### src/rtl/seq_divider_16bit_if.sv
// Request/result bundle for the 16-bit sequential divider.
// The master drives operands and start; the slave (the divider) returns status and results.
interface seq_divider_16bit_if;
    logic        start;
    logic [31:0] dividend;
    logic [15:0] divisor;
    logic        busy;
    logic        done;
    logic [15:0] quotient;
    logic [15:0] remainder;
    logic        div_by_zero;
    logic        overflow;

    modport master (
        output start, dividend, divisor,
        input  busy, done, quotient, remainder, div_by_zero, overflow
    );

    modport slave (
        input  start, dividend, divisor,
        output busy, done, quotient, remainder, div_by_zero, overflow
    );
endinterface

### src/rtl/seq_divider_16bit.sv
// Unsigned 32/16 restoring divider, one quotient bit per cycle, MSB first.
// Illegal operands (zero divisor or quotient wider than 16 bits) bypass the iterations.
module seq_divider_16bit (
    input  logic                  clk,
    input  logic                  rst_n,
    seq_divider_16bit_if.slave    bus
);

    typedef enum logic [1:0] {
        IDLE = 2'd0,
        CALC = 2'd1,
        FIN  = 2'd2
    } state_e;

    state_e      state_q;
    state_e      state_d;
    logic [4:0]  cnt_q;
    logic [15:0] rem_q;
    logic [15:0] sh_q;
    logic [15:0] dvs_q;
    logic        dz_pend_q;
    logic        ov_pend_q;
    logic        busy_q;
    logic        done_q;
    logic [15:0] quo_q;
    logic [15:0] rmd_q;
    logic        dbz_q;
    logic        ovf_q;

    logic        div_zero_s;
    logic        hi_ge_s;
    logic        illegal_s;
    logic        accept_s;
    logic        step_s;
    logic        fin_entry_s;
    logic        leave_fin_s;
    logic [16:0] shifted_s;
    logic [16:0] diff_s;
    logic        borrow_s;

    assign div_zero_s = (bus.divisor == 16'd0);
    assign hi_ge_s    = (bus.dividend[31:16] >= bus.divisor);
    assign illegal_s  = div_zero_s | hi_ge_s;

    // Trial step: bring in the next dividend bit, subtract the zero-extended divisor.
    assign shifted_s = {rem_q, sh_q[15]};
    assign diff_s    = shifted_s - {1'b0, dvs_q};
    assign borrow_s  = (shifted_s < {1'b0, dvs_q});

    // State register
    always_ff @(posedge clk or negedge rst_n) begin
        if (!rst_n) begin
            state_q <= IDLE;
        end else begin
            state_q <= state_d;
        end
    end

    // Next-state logic; an accepted illegal request spends its first cycle in IDLE with busy set
    always_comb begin
        state_d = state_q;
        case (state_q)
            IDLE: begin
                if (busy_q) begin
                    state_d = FIN;
                end else if (bus.start && !illegal_s) begin
                    state_d = CALC;
                end else begin
                    state_d = IDLE;
                end
            end
            CALC: begin
                if (cnt_q == 5'd16) begin
                    state_d = FIN;
                end else begin
                    state_d = CALC;
                end
            end
            FIN:     state_d = IDLE;
            default: state_d = IDLE;
        endcase
    end

    // Control decode from the current state
    always_comb begin
        accept_s    = 1'b0;
        step_s      = 1'b0;
        fin_entry_s = 1'b0;
        leave_fin_s = 1'b0;
        case (state_q)
            IDLE: begin
                accept_s    = bus.start & ~busy_q;
                fin_entry_s = busy_q;
            end
            CALC: begin
                step_s      = (cnt_q != 5'd16);
                fin_entry_s = (cnt_q == 5'd16);
            end
            FIN: begin
                leave_fin_s = 1'b1;
            end
            default: begin
                accept_s = 1'b0;
            end
        endcase
    end

    // Datapath, status and result registers
    always_ff @(posedge clk or negedge rst_n) begin
        if (!rst_n) begin
            cnt_q     <= 5'd0;
            rem_q     <= 16'd0;
            sh_q      <= 16'd0;
            dvs_q     <= 16'd0;
            dz_pend_q <= 1'b0;
            ov_pend_q <= 1'b0;
            busy_q    <= 1'b0;
            done_q    <= 1'b0;
            quo_q     <= 16'd0;
            rmd_q     <= 16'd0;
            dbz_q     <= 1'b0;
            ovf_q     <= 1'b0;
        end else begin
            done_q <= fin_entry_s;
            if (accept_s) begin
                busy_q    <= 1'b1;
                cnt_q     <= 5'd0;
                rem_q     <= bus.dividend[31:16];
                sh_q      <= bus.dividend[15:0];
                dvs_q     <= bus.divisor;
                dz_pend_q <= div_zero_s;
                ov_pend_q <= ~div_zero_s & hi_ge_s;
            end else if (step_s) begin
                cnt_q <= cnt_q + 5'd1;
                rem_q <= borrow_s ? shifted_s[15:0] : diff_s[15:0];
                // sh_q drains dividend bits from the top and fills with quotient bits
                sh_q  <= {sh_q[14:0], ~borrow_s};
            end else if (leave_fin_s) begin
                busy_q <= 1'b0;
            end
            if (fin_entry_s) begin
                dbz_q <= dz_pend_q;
                ovf_q <= ov_pend_q;
                if (dz_pend_q) begin
                    quo_q <= 16'hFFFF;
                    rmd_q <= sh_q;
                end else if (ov_pend_q) begin
                    quo_q <= 16'hFFFF;
                    rmd_q <= 16'h0000;
                end else begin
                    quo_q <= sh_q;
                    rmd_q <= rem_q;
                end
            end
        end
    end

    assign bus.busy        = busy_q;
    assign bus.done        = done_q;
    assign bus.quotient    = quo_q;
    assign bus.remainder   = rmd_q;
    assign bus.div_by_zero = dbz_q;
    assign bus.overflow    = ovf_q;

endmodule
### src/flat_wrapper.sv
// flat-port wrapper written by rule: the top's interface ports become plain ports
module seq_divider_16bit_flat 
  (clk, rst_n, bus_start, bus_dividend, bus_divisor, bus_busy, bus_done, bus_quotient, bus_remainder, bus_div_by_zero, bus_overflow);
  seq_divider_16bit_if bus_i ();
  input  logic clk;
  input  logic rst_n;
  input wire logic [$bits(bus_i.start)-1:0] bus_start;
  input wire logic [$bits(bus_i.dividend)-1:0] bus_dividend;
  input wire logic [$bits(bus_i.divisor)-1:0] bus_divisor;
  output wire logic [$bits(bus_i.busy)-1:0] bus_busy;
  output wire logic [$bits(bus_i.done)-1:0] bus_done;
  output wire logic [$bits(bus_i.quotient)-1:0] bus_quotient;
  output wire logic [$bits(bus_i.remainder)-1:0] bus_remainder;
  output wire logic [$bits(bus_i.div_by_zero)-1:0] bus_div_by_zero;
  output wire logic [$bits(bus_i.overflow)-1:0] bus_overflow;
  assign bus_i.start = bus_start;
  assign bus_i.dividend = bus_dividend;
  assign bus_i.divisor = bus_divisor;
  assign bus_busy = bus_i.busy;
  assign bus_done = bus_i.done;
  assign bus_quotient = bus_i.quotient;
  assign bus_remainder = bus_i.remainder;
  assign bus_div_by_zero = bus_i.div_by_zero;
  assign bus_overflow = bus_i.overflow;
  seq_divider_16bit u_core (.clk(clk), .rst_n(rst_n), .bus(bus_i));
endmodule
### config.mk
export PLATFORM = sky130hd
export DESIGN_NAME = seq_divider_16bit_flat
export DESIGN_NICKNAME = d
export VERILOG_FILES = /design/src/rtl/seq_divider_16bit_if.sv /design/src/rtl/seq_divider_16bit.sv /design/src/flat_wrapper.sv
export SDC_FILE = /design/constraint.sdc
export NUM_CORES = 1
export LEC_CHECK = 0
export ABC_AREA = 0
export CAP_MARGIN = 20
export CORE_MARGIN = 2
export CORE_UTILIZATION = 40
export DETAILED_ROUTE_END_ITERATION = 10
export HOLD_SLACK_MARGIN = 0.06
export MAX_ROUTING_LAYER = met4
export PLACE_DENSITY_LB_ADDON = 0.15
export SETUP_SLACK_MARGIN = 0.2
export SYNTH_ARGS = -nofsm -noshare
export SYNTH_HDL_FRONTEND = slang
export SYNTH_SLANG_ARGS = --single-unit
### constraint.sdc
create_clock -name clk -period 2.2 [get_ports clk]
set_clock_uncertainty 0.05 [all_clocks]
set_input_delay 0.22 -clock clk [delete_from_list [all_inputs] [get_ports clk]]
set_output_delay 0.22 -clock clk [all_outputs]
set_load 0.005 [all_outputs]
# Word-level counts from Yosys, hierarchy flattened
# Index checks and enable logic that the tools add are counted.
op_classes:
  add_sub_neg: 2
  n_lt_le_gt_ge: 2
  eq_ne: 5
  n_mux: 22
  bitwise_logic: 6
  n_reduce_logical: 7
ops:
  columns: ["op", "n"]
  rows:
  - ["$mux W16", 9]
  - ["$lt A17 B16 Y1", 1]
  - ["$ge A16 B16 Y1", 1]
  - ["$logic_not A16 Y1", 1]
  - ["$sub A16 B16 Y16", 1]
  - ["$mux W5", 2]
  - ["$mux W1", 7]
  - ["$add A5 B1 Y5 const B", 1]
  - ["$eq A5 B5 Y1 const B", 1]
  - ["$ne A5 B5 Y1 const B", 1]
  - ["$mux W2", 2]
  - ["$pmux W2 S2", 1]
  - ["$reduce_bool A2 Y1", 2]
  - ["$not A1 Y1", 3]
  - ["$and A1 B1 Y1", 2]
  - ["$eq A2 B1 Y1 const B", 1]
  - ["$eq A2 B2 Y1 const B", 1]
  - ["$logic_not A2 Y1", 1]
  - ["$ne A2 B1 Y1 const B", 1]
  - ["$pmux W1 S2", 1]
  - ["$reduce_and A2 Y1", 1]
  - ["$logic_and A1 B1 Y1", 1]
  - ["$logic_not A1 Y1", 1]
  - ["$or A1 B1 Y1", 1]
word_totals:
  register_bits: 93
  output_inout_bits: 36

# Logic depth before layout (Yosys ltp)
# Gate-level depths: netlist of run 1.
logic_depth:
  ltp_word: 7
  ltp_mapped: 10
  ltp_nobuf: 10

# Worst setup path after synthesis of run 1
# No wires, ideal clock.
synth_path:
  kind: "reg-to-reg"
  start: "reg u_core.rem_q[3]"
  end: "reg u_core.rem_q[15]"
  setup_time_ns: 0.080
  t_arrival_ns: 2.250
  t_required_ns: 2.070
  setup_slack_ns: -0.180
  stages_incl_launch_ff: 9
  path_buffers: 0
  period_less_slack_ns: 2.380
  path_cell_list: "dfrtp_1 -> ha_1 -> a211oi_2 -> nor2_1 -> a2111oi_4 -> o31ai_2 -> o22ai_1 -> mux2_2 -> nor3_2"
synth_between:
  elab_chain_cells: 4
synth_rtl:
  columns: ["element", "line", "rtl"]
  rows:
  - ["start: declaration", "seq_divider_16bit.sv:18", "logic [15:0] rem_q;"]
  - ["start signal: assignment", "seq_divider_16bit.sv:128", "rem_q <= bus.dividend[31:16];"]
  - ["start signal: assignment", "seq_divider_16bit.sv:135", "rem_q <= borrow_s ? shifted_s[15:0] : diff_s[15:0];"]
  - ["$sub A16 B16 Y16 or $lt A17 B16 Y1 (tied branches)", "seq_divider_16bit.sv:47, seq_divider_16bit.sv:48", null]
  - ["$mux W16 *", "seq_divider_16bit.sv:135", null]
  - ["$mux W16 *", "seq_divider_16bit.sv:133", "end else if (step_s) begin"]
  - ["$mux W16 *", "seq_divider_16bit.sv:125", "if (accept_s) begin"]
# Every way passes the cells marked *; elsewhere a longest branch is shown, timed or not. The select of a mux whose other input is x is not followed.
# A chain may end at the register's enable or synchronous reset.

# Worst setup path after layout of run 1
layout_path:
  start: "reg u_core.dvs_q[4]"
  end: "reg u_core.rem_q[2]"
layout_between:
  elab_chain_cells: 4
layout_rtl:
  columns: ["element", "line", "rtl"]
  rows:
  - ["start: declaration", "seq_divider_16bit.sv:20", "logic [15:0] dvs_q;"]
  - ["start signal: assignment", "seq_divider_16bit.sv:130", "dvs_q <= bus.divisor;"]
  - ["$lt A17 B16 Y1", "seq_divider_16bit.sv:48", "assign borrow_s = (shifted_s < {1'b0, dvs_q});"]
  - ["$mux W16", "seq_divider_16bit.sv:135", null]
  - ["$mux W16", "seq_divider_16bit.sv:133", null]
  - ["$mux W16", "seq_divider_16bit.sv:125", null]
# Every way passes these cells. The select of a mux whose other input is x is not followed.

==> impl_metrics.csv, run 1 <==
group,metric,value,unit
timing,tightest_slew,0.535,ns
detailed_routing,dr_total_vias,5237,
clock_network,ctsLongestPathBuffers,2,
synth,synth_edf_count,0,
timing,setup_ws,-0.104,ns
pwr,design_power_total,15100,uW
final_layout,antennaDiodeCount,0,
grt,grt.total_usage,0.256,
critical_path,critPathBufInv,4,
pwr,vdd_ir_drop_max,0.949,mV
clock_network,clkLatencyLatePin,0.36,ns
grt,grt_max_degree,41,
critical_path,worstPathCellList,"inv_2 > ha_4 > a211oi_2 > nor2_2 > a2111oi_4 > buf_6 > buf_6 > o31a_4 > buf_12 > nor2_2 > o311ai_2",
floorplan,io-pin-count,87,
detailed_routing,detail_route.wl_per_cell,17.4,um
grt,antenna_found_initial,0,
critical_path,arrival,2.51,ns
clock_network,clockRootBuffer,"clkbuf_16",
critical_path,cp_max_fo,6,
grt,first_global_vias,5426,
clock_network,clk_pin_slew,0.07,ns
critical_path,critPathLaunchType,"register",
pwr,power.density,1820,mW/mm^2
critical_path,timing.rr.start,"u_core.dvs_q[4]$_DFFE_PN0P_",
run,cap_violations,0,
worst_hold_path,worstHoldStart,"bus_divisor[4]",
placed_design,detailed_place_hpwl,12.2,mm
grt,overflow,0,
detailed_routing,ant_nets,0,
timing,finalSetupViolCount,13,
detailed_routing,viasPerCell,5.34,
final_layout,drive_gt1_frac,0.315,
timing,slew_headroom,0.640,
worst_hold_path,min_path_cells,4,
floorplan,die_h,119,um
critical_path,cp_top_family,"compound AO/OA/AOI/OAI gates",
worst_hold_path,hold_path.class,"in2reg",
grt,grt_first_pass_wirelength,27.7,mm
synth,synth_cell_type_count,60,
synth,synth_area,0.00532,sq mm
worst_hold_path,min_to,"u_core.dvs_q[4]$_DFFE_PN0P_",
final_layout,stdcell_count,980,
clock_network,cts_made_buffers,9,
synth,yosysSeqAreaShare,0.433,
critical_path,reg2reg_depth,11,
status,outcome,"finished with violations",
timing,fmax,434,MHz
timing,rsz0062_at_grt,"yes",
critical_path,critPathSlowestCell,"dfrtp_1",
placed_design,globalplace.congestion,0.976,
final_layout,fin_util,0.634,
floorplan,coreArea,0.0131,sq mm
floorplan,dieArea,0.0142,sq mm
critical_path,reg2reg_setup_slack,-0.10,ns
placed_design,post-place-cells,939,
detailed_routing,wl,17.0,mm
critical_path,critPathMaxStageDelay,0.37,ns
timing,fin_crit_sh,1.05,
pwr,leakagePower,0.00371,uW
synth,synthCells,594,
critical_path,critPathKind,"reg2reg",
status,violations,"setup timing",
detailed_routing,route.detailed.drc,0,
final_layout,layout.nets,885,
clock_network,clock_sinks,92,
detailed_routing,drtPass1Iterations,5,
synth,syn_nets,680,
critical_path,critical_path_required,2.41,ns
timing,slew_viol_final,0,
timing,post-route-min-period,2.30,ns
detailed_routing,initialDrtViolationCount,343,
final_layout,areaGrowthSynthToFinish,56.1,%
floorplan,start_util,0.406,
synth,synthFlopType,"dfrtp_1",
placed_design,pre_cts_ws,-0.305,ns
critical_path,worstReg2RegEnd,"u_core.rem_q[2]$_DFFE_PN0P_",
synth,post_synth.cell_area_avg,8.95,sq um
synth,yosysWarnings,0,
placed_design,portBuffers,86,
clock_network,cts-htree-levels,3,
timing,fin_tns_setup,-1.04,ns
critical_path,end_kind,"register",
synth,yosys_register_bits,92,
clock_network,cts_tree,"done",
timing,finalHoldViolations,0,
synth,synthArstFlopShare,1.00,
floorplan,dieWidth,119,um
floorplan,rows,42,
==> routing by layer <==
| layer | vias to the layer above | track usage | part of all wire | wire length [um] |
|---|---|---|---|---|
| li1 | 2517 | - | - | - |
| met1 | 2490 | 0.326 | 0.44 | 7500 |
| met2 | 182 | 0.409 | 0.48 | 8120 |
| met3 | 48 | 0.0350 | 0.047 | 798 |
| met4 | 0 | 0.114 | 0.036 | 605 |
| met5 | - | - | 0 | 0 |
==> worst max path at each step <==
| stage | endpoint | start | slack (ns) | cells after the start |
|---|---|---|---|---|
| 5_1_grt | u_core.rem_q[15]$_DFFE_PN0P_ | u_core.dvs_q[4]$_DFFE_PN0P_ | -0.22 | 11 |
| 6_report | u_core.rem_q[2]$_DFFE_PN0P_ | u_core.dvs_q[4]$_DFFE_PN0P_ | -0.10 | 11 |
| 3_5_place_dp | u_core.ov_pend_q$_DFFE_PN0P_ | bus_divisor[5] | -0.30 | 9 |
| 2_1_floorplan | u_core.rem_q[15]$_DFFE_PN0P_ | u_core.rem_q[7]$_DFFE_PN0P_ | -0.15 | 8 |
| 4_1_cts | u_core.rem_q[4]$_DFFE_PN0P_ | u_core.rem_q[3]$_DFFE_PN0P_ | -0.12 | 10 |
| 3_3_place_gp | u_core.ov_pend_q$_DFFE_PN0P_ | bus_divisor[5] | -0.24 | 9 |
==> Yosys cell counts, types with 5 or more instances <==
master | instances | share of area
and3_1 | 6 | 0.0071
nor3_1 | 5 | 0.0047
nor4_1 | 7 | 0.0082
nand4_1 | 9 | 0.011
buf_1 | 5 | 0.0035
o211ai_1 | 6 | 0.0085
or3_1 | 7 | 0.0082
a21oi_1 | 54 | 0.051
nand3_1 | 11 | 0.010
o21ai_0 | 32 | 0.030
a31oi_1 | 8 | 0.0094
a22oi_1 | 31 | 0.044
nor2_1 | 67 | 0.047
clkbuf_1 | 17 | 0.012
dfrtp_1 | 92 | 0.43
xnor2_1 | 6 | 0.0099
nand2b_1 | 6 | 0.0071
inv_1 | 38 | 0.027
a21o_1 | 6 | 0.0085
nand2_1 | 77 | 0.054
ha_1 | 34 | 0.080
==> through the flow <==
step	area, sq um	hold WS, ns
floorplan	5410	-0.126
global placement	7250	0.181
detailed placement	7250	0.178
CTS	7980	0.351
global route	8300	0.245
finish	8300	0.181
==> worst min-delay path, delay by kind of cell <==
family / cells / cell delay [ns]
compound gates: 1 / 0.06
buf+inv: 2 / 0.23
simple gates: 1 / 0.04
==> placed cells by master (no fill, tap or decap), types with 7 or more instances in the layout <==
master and n:
a21oi_1 49, a22oi_1 27, buf_4 119, buf_6 15, clkbuf_16 9, clkdlybuf4s50_1 80, dfrtp_1 91, ha_1 16
ha_4 17, inv_1 30, inv_2 8, nand2_1 71, nand3_1 9, nand4_1 9, nor2_1 60, nor4_1 7
o21ai_0 23, or3_1 7
==> power breakdown <==
| part | internal, uW | total [uW] | switching, uW |
|---|---|---|---|
| Combinational | 5410 | 10400 | 5000 |
| Clock | 892 | 1620 | 725 |
| Sequential | 2490 | 3110 | 617 |
==> repair_timing <==
action / 4_1_cts / 5_1_grt
buffers inserted: 18 / 6
hold buffers: 1 / 0
resized for setup: 56 / 56
setup endpoints to repair: 72 / 59
pin swaps: 22 / 30
hold endpoints to repair: 37 / 0
==> flip-flops by register name, indices dropped and copies added, names as in the netlist, 5 cells and up <==
signal                count
u_core.bus.quotient      16
u_core.bus.remainder     16
u_core.dvs_q             16
u_core.rem_q             16
u_core.sh_q              16
u_core.cnt_q              5
==> logic make-up after synthesis <==
group	synth area share
multiplexers	0.0120
flip-flops	0.433
XOR/XNOR	0.0165
AND/OR/NAND/NOR	0.186
adder cells (fa/ha/maj)	0.0838
AO/OA/AOI/OAI	0.212
buffers and inverters	0.0567
==> cell type report <==
type | instances | area (sq um)
fillers | 1071 | 4780
multi-input cells | 432 | 3280
flip-flops and latches | 92 | 2300
repair buffers | 226 | 2050
clock buffers | 10 | 229
well taps | 176 | 220
inverters | 38 | 143
clock inverters | 6 | 72.6
Note: power is estimated with default switching activity, not from simulation.
==> run 2, diff against run 1 <==
--- a/config.mk
+++ b/config.mk
@@ -12,7 +12,7 @@
 export DETAILED_ROUTE_END_ITERATION = 10
 export HOLD_SLACK_MARGIN = 0.06
 export MAX_ROUTING_LAYER = met4
-export PLACE_DENSITY_LB_ADDON = 0.15
+export PLACE_DENSITY_LB_ADDON = 0.08
 export SETUP_SLACK_MARGIN = 0.2
 export SYNTH_ARGS = -nofsm -noshare
 export SYNTH_HDL_FRONTEND = slang
==> impl_metrics.csv, run 2 (same netlist as run 1, synthesis figures left out) <==
group,metric,value,unit
status,outcome,"finished with violations",
status,violations,"setup timing",
critical_path,critical_path_required,2.40,ns
placed_design,detailed_place_hpwl,12.2,mm
grt,first_global_vias,5226,
worst_hold_path,min_path_cells,3,
worst_hold_path,hold_path.class,"in2reg",
pwr,vdd_ir_drop_max,0.737,mV
final_layout,areaGrowthSynthToFinish,56.1,%
detailed_routing,detail_route.wl_per_cell,17.8,um
grt,use_met1,0.318,
critical_path,critPathKind,"reg2reg",
floorplan,io-pin-count,87,
final_layout,final_area,0.00830,sq mm
grt,grt_max_degree,54,
floorplan,dieWidth,119,um
final_layout,antennaDiodeCount,0,
critical_path,critPathMaxStageDelay,0.37,ns
critical_path,reg2reg_setup_slack,-0.19,ns
grt,grtUsageMet2,0.398,
grt,top_usage_layer,"met2",
floorplan,dieArea,0.0142,sq mm
critical_path,worstReg2RegEnd,"u_core.rem_q[3]$_DFFE_PN0P_",
clock_network,clk_pin_slew,0.07,ns
floorplan,die_h,119,um
clock_network,clock_sinks,92,
critical_path,timing.rr.start,"u_core.dvs_q[4]$_DFFE_PN0P_",
grt,antenna_found_initial,0,
critical_path,reg2reg_depth,11,
clock_network,cts-htree-levels,3,
critical_path,end_kind,"register",
timing,post-route-min-period,2.39,ns
timing,tightest_slew,0.688,ns
pwr,power.density,1810,mW/mm^2
timing,whs,0.211,ns
final_layout,layout_commonest_cell,"buf_4",
detailed_routing,viasPerCell,5.38,
run,cap_violations,0,
timing,rsz0062_at_grt,"yes",
clock_network,cts_tree,"done",
grt,overflow,0,
floorplan,rows,42,
critical_path,cp-startpoint,"u_core.dvs_q[4]$_DFFE_PN0P_",
detailed_routing,drtPass1Iterations,5,
clock_network,ctsLongestPathBuffers,2,
placed_design,portBuffers,86,
final_layout,drive_gt1_frac,0.314,
timing,fin_crit_sh,1.09,
grt,use_met3,0.0354,
critical_path,cp_max_fo,7,
pwr,design_power_total,15000,uW
detailed_routing,initialDrtViolationCount,384,
detailed_routing,ant_nets,0,
worst_hold_path,worstHoldStart,"bus_divisor[5]",
final_layout,fillers,1074,
final_layout,fin_util,0.634,
clock_network,cts_made_buffers,9,
timing,finalHoldViolations,0,
placed_design,globalplace.congestion,0.908,
timing,setup_ws,-0.187,ns
clock_network,clockRootBuffer,"clkbuf_16",
clock_network,clkLatencyLatePin,0.35,ns
critical_path,critPathLaunchType,"register",
floorplan,coreArea,0.0131,sq mm
timing,slew_viol_final,0,
final_layout,final_cell_mix,"110 x buf_4, 92 x dfrtp_1, 84 x clkdlybuf4s50_1",
placed_design,placed_cell_area,0.00721,sq mm
timing,finalSetupViolCount,14,
final_layout,layout.nets,877,
critical_path,critPathSlowestCell,"dfrtp_1",
detailed_routing,wl,17.3,mm
grt,grt_first_pass_wirelength,26.8,mm
pwr,leakagePower,0.00365,uW
critical_path,worstPathCellList,"inv_2 > ha_4 > a211oi_2 > nor2_2 > a2111oi_4 > buf_4 > buf_6 > o31a_4 > buf_12 > nor2_4 > o311ai_4",
timing,fmax,419,MHz
timing,slew_headroom,0.542,
worst_hold_path,min_to,"u_core.dvs_q[5]$_DFFE_PN0P_",
floorplan,start_util,0.406,
critical_path,arrival,2.59,ns
grt,grt.total_usage,0.246,
detailed_routing,route.detailed.drc,0,
detailed_routing,dr_total_vias,5233,
[run 2: worst max-delay path by stage]
stage	end	slack, ns	cells past startpoint
detailed placement	u_core.rem_q[3]$_DFFE_PN0P_	-0.33	11
finish	u_core.rem_q[3]$_DFFE_PN0P_	-0.19	11
global route	u_core.rem_q[13]$_DFFE_PN0P_	-0.28	10
global placement	u_core.cnt_q[4]$_DFFE_PN0P_	-0.27	8
CTS	u_core.rem_q[15]$_DFFE_PN0P_	-0.14	9
floorplan	u_core.rem_q[15]$_DFFE_PN0P_	-0.15	8
[run 2: per-layer routing]
metal,vias to the layer above,wire (um),share of wire
li1,2506,-,-
met1,2539,7720,0.45
met2,156,8380,0.48
met3,32,837,0.048
met4,0,377,0.022
met5,-,0,0
[run 2: layout make-up]
cell class              count  area (sq um)  share of cell area
repair buffers            218          2060               0.249
clock inverters             5          45.0             0.00543
inverters                  38           143              0.0172
multi-input cells         432          3280               0.396
flip-flops and latches     92          2300               0.277
well taps                 176           220              0.0265
clock buffers              11           243              0.0293
[run 2: critical path: cells and delay by family (launching register included)]
family | cells | cell delay [ns]
AO/OA/AOI/OAI | 4 | 0.98
adder cells (fa/ha/maj) | 1 | 0.21
buffers and inverters | 4 | 0.53
flip-flops | 1 | 0.37
AND/OR/NAND/NOR | 2 | 0.13
[run 2: power by group]
group	internal [uW]	switching (uW)	total, uW
clock network	816	743	1560
logic	5390	4920	10300
registers	2490	671	3160
total	8700	6330	15000
[run 2: per-stage QoR]
stage	instances	TNS, ns	setup WS, ns
final	972	-1.36	-0.187
after global routing	972	-2.86	-0.279
after CTS	953	-1.23	-0.138
after detailed placement	931	-3.52	-0.330
after global placement	930	-6.16	-0.265
after floorplan	594	-0.279	-0.152
[run 2: timing repair]
| item | CTS | global route |
|---|---|---|
| hold buffers | 1 | 0 |
| endpoints found under the hold margin | 52 | 0 |
| pin swaps | 31 | 30 |
| buffers inserted | 5 | 15 |
| gates cloned | 0 | 4 |
| endpoints found under the setup margin | 44 | 54 |
| resized for setup | 45 | 72 |
==> run 3, diff against run 2 <==
--- a/config.mk
+++ b/config.mk
@@ -7,8 +7,10 @@
 export LEC_CHECK = 0
 export ABC_AREA = 0
 export CAP_MARGIN = 20
+export CELL_PAD_IN_SITES_DETAIL_PLACEMENT = 0
+export CELL_PAD_IN_SITES_GLOBAL_PLACEMENT = 1
 export CORE_MARGIN = 2
-export CORE_UTILIZATION = 40
+export CORE_UTILIZATION = 37
 export DETAILED_ROUTE_END_ITERATION = 10
 export HOLD_SLACK_MARGIN = 0.06
 export MAX_ROUTING_LAYER = met4
==> impl_metrics.csv, run 3 (same netlist as run 1, synthesis figures left out) <==
group,metric,value,unit
status,outcome,"finished with violations",
status,violations,"setup timing",
final_layout,areaGrowthSynthToFinish,52.6,%
placed_design,globalplace.congestion,0.872,
timing,setup_ws,-0.158,ns
pwr,comb_power_share,0.668,
pwr,power.internal,8580,uW
clock_network,clk_pin_slew,0.07,ns
floorplan,coreArea,0.0139,sq mm
run,cap_violations,0,
clock_network,clkLatencyLatePin,0.35,ns
final_layout,layout_commonest_cell,"buf_4",
pwr,seqPwrFrac,0.213,
floorplan,io-pin-count,87,
detailed_routing,detail_route.wl_per_cell,17.7,um
pwr,vdd_ir_drop_max,0.758,mV
timing,tightest_slew,0.631,ns
clock_network,ctsLongestPathBuffers,2,
final_layout,stdcell_count,968,
critical_path,cp_max_fo,7,
clock_network,cts-htree-levels,3,
floorplan,dieWidth,124,um
detailed_routing,initialDrtViolationCount,383,
critical_path,critical_path_required,2.41,ns
pwr,power.density,1820,mW/mm^2
critical_path,critPathKind,"reg2reg",
final_layout,drive_gt1_frac,0.287,
clock_network,cts_made_buffers,9,
timing,slew_viol_final,0,
clock_network,clock_sinks,92,
critical_path,reg2reg_setup_slack,-0.16,ns
detailed_routing,viasPerCell,5.35,
detailed_routing,route.detailed.drc,0,
grt,grt_max_degree,59,
detailed_routing,dr_total_vias,5177,
critical_path,critPathMaxStageDelay,0.43,ns
timing,rsz0062_at_grt,"yes",
clock_network,clockRootBuffer,"clkbuf_16",
pwr,leakagePower,0.00358,uW
critical_path,arrival,2.57,ns
placed_design,portBuffers,86,
floorplan,start_util,0.382,
critical_path,worstPathCellList,"ha_4 > a211oi_4 > nor2_2 > a2111oi_4 > buf_4 > buf_6 > o31a_4 > buf_12 > nor2_1 > o311ai_2",
timing,fin_crit_sh,1.07,
floorplan,die_h,124,um
final_layout,layout.nets,869,
worst_hold_path,hold_path.class,"in2async",
floorplan,rows,43,
final_layout,final_cell_mix,"108 x buf_4, 92 x dfrtp_1, 85 x clkdlybuf4s50_1",
detailed_routing,wl,17.1,mm
clock_network,cts_tree,"done",
critical_path,reg2reg_depth,10,
detailed_routing,ant_nets,0,
detailed_routing,drtPass1Iterations,5,
timing,fin_tns_setup,-1.23,ns
placed_design,pre_cts_ws,-0.230,ns
critical_path,critPathSlowestCell,"dfrtp_1",
pwr,pwr-share-clk,0.120,
pwr,design_power_total,14700,uW
placed_design,post-place-cells,935,
grt,grt.total_usage,0.237,
grt,overflow,0,
placed_design,detailed_place_hpwl,12.4,mm
timing,fmax,424,MHz
pwr,power_switching,6160,uW
timing,whs,0.172,ns
floorplan,dieArea,0.0153,sq mm
critical_path,critPathLaunchType,"register",
critical_path,end_kind,"register",
grt,first_global_vias,5071,
timing,finalHoldViolations,0,
grt,grt_first_pass_wirelength,26.9,mm
grt,antenna_found_initial,0,
pwr,swShare,0.418,
timing,slew_headroom,0.574,
timing,finalSetupViolCount,15,
final_layout,antennaDiodeCount,0,
timing,post-route-min-period,2.36,ns
## run 3: changes by cell type in the layout (fill, tap and decap cells not counted), moves of 3 or more
cell,change
a21oi_2,-11
buf_12,-5
nor2_4,-13
nand2_2,+3
a21oi_1,+10
nand2_1,-3
nor2_1,+13
## run 3: repair_timing
| item | CTS | global route |
|---|---|---|
| pin swaps | 37 | 23 |
| hold endpoints to repair | 92 | 0 |
| setup buffers | 7 | 7 |
| cloned | 1 | 1 |
| hold buffers | 1 | 0 |
| gates resized for setup | 57 | 31 |
| endpoints found under the setup margin | 18 | 51 |
## run 3: layout make-up
type	count	area (sq um)
clock buffers	10	239
repair buffers	210	1910
multi-input cells	432	3200
inverters	38	143
fillers	1228	5820
clock inverters	6	93.8
flip-flops and latches	92	2300
well taps	180	225
## run 3: layer usage
layer  track usage  vias to the layer above  part of all wire
met4        0.0597                        0             0.015
li1              -                     2483                 -
met5             -                        -                 0
met3        0.0472                       24             0.038
met2         0.375                      119              0.48
met1         0.314                     2551              0.46
## run 3: stage by stage
step                      instance area [sq um]   util
after floorplan                            5410      -
after global placement                     7200  0.517
after detailed placement                   7200  0.517
after CTS                                  7860  0.564
after global routing                       8110  0.582
final                                      8110  0.582
## run 3: worst paths after layout
check,startpoint,endpoint
setup / recovery,u_core.rem_q[3]$_DFFE_PN0P_,u_core.rem_q[2]$_DFFE_PN0P_
hold / removal,rst_n,u_core.sh_q[4]$_DFFE_PN0P_
setup reg to reg,u_core.rem_q[3]$_DFFE_PN0P_,u_core.rem_q[2]$_DFFE_PN0P_
hold reg to reg,u_core.bus.quotient[8]$_DFFE_PN0P_,u_core.bus.quotient[8]$_DFFE_PN0P_
max in group asynchronous,rst_n,u_core.dvs_q[9]$_DFFE_PN0P_
min in group clk,bus_dividend[5],u_core.sh_q[5]$_DFFE_PN0P_
## run 3: worst max-delay path: cells and delay by family, from the launching register on
family / cells / cell delay [ns]
buf+inv: 3 / 0.45
flops: 1 / 0.43
simple gates: 2 / 0.13
fa+ha+maj: 1 / 0.26
compound gates: 4 / 0.94
## run 3: power groups by stage
stage                     registers (uW)  clock network, uW  logic (uW)
after detailed placement            3120                  0        8110
after floorplan                     3020                  0        4710
after global routing                3230               1880       10700
after global placement              3070                  0        8000
after CTS                           3120               1800        9050
final                               3130               1760        9840
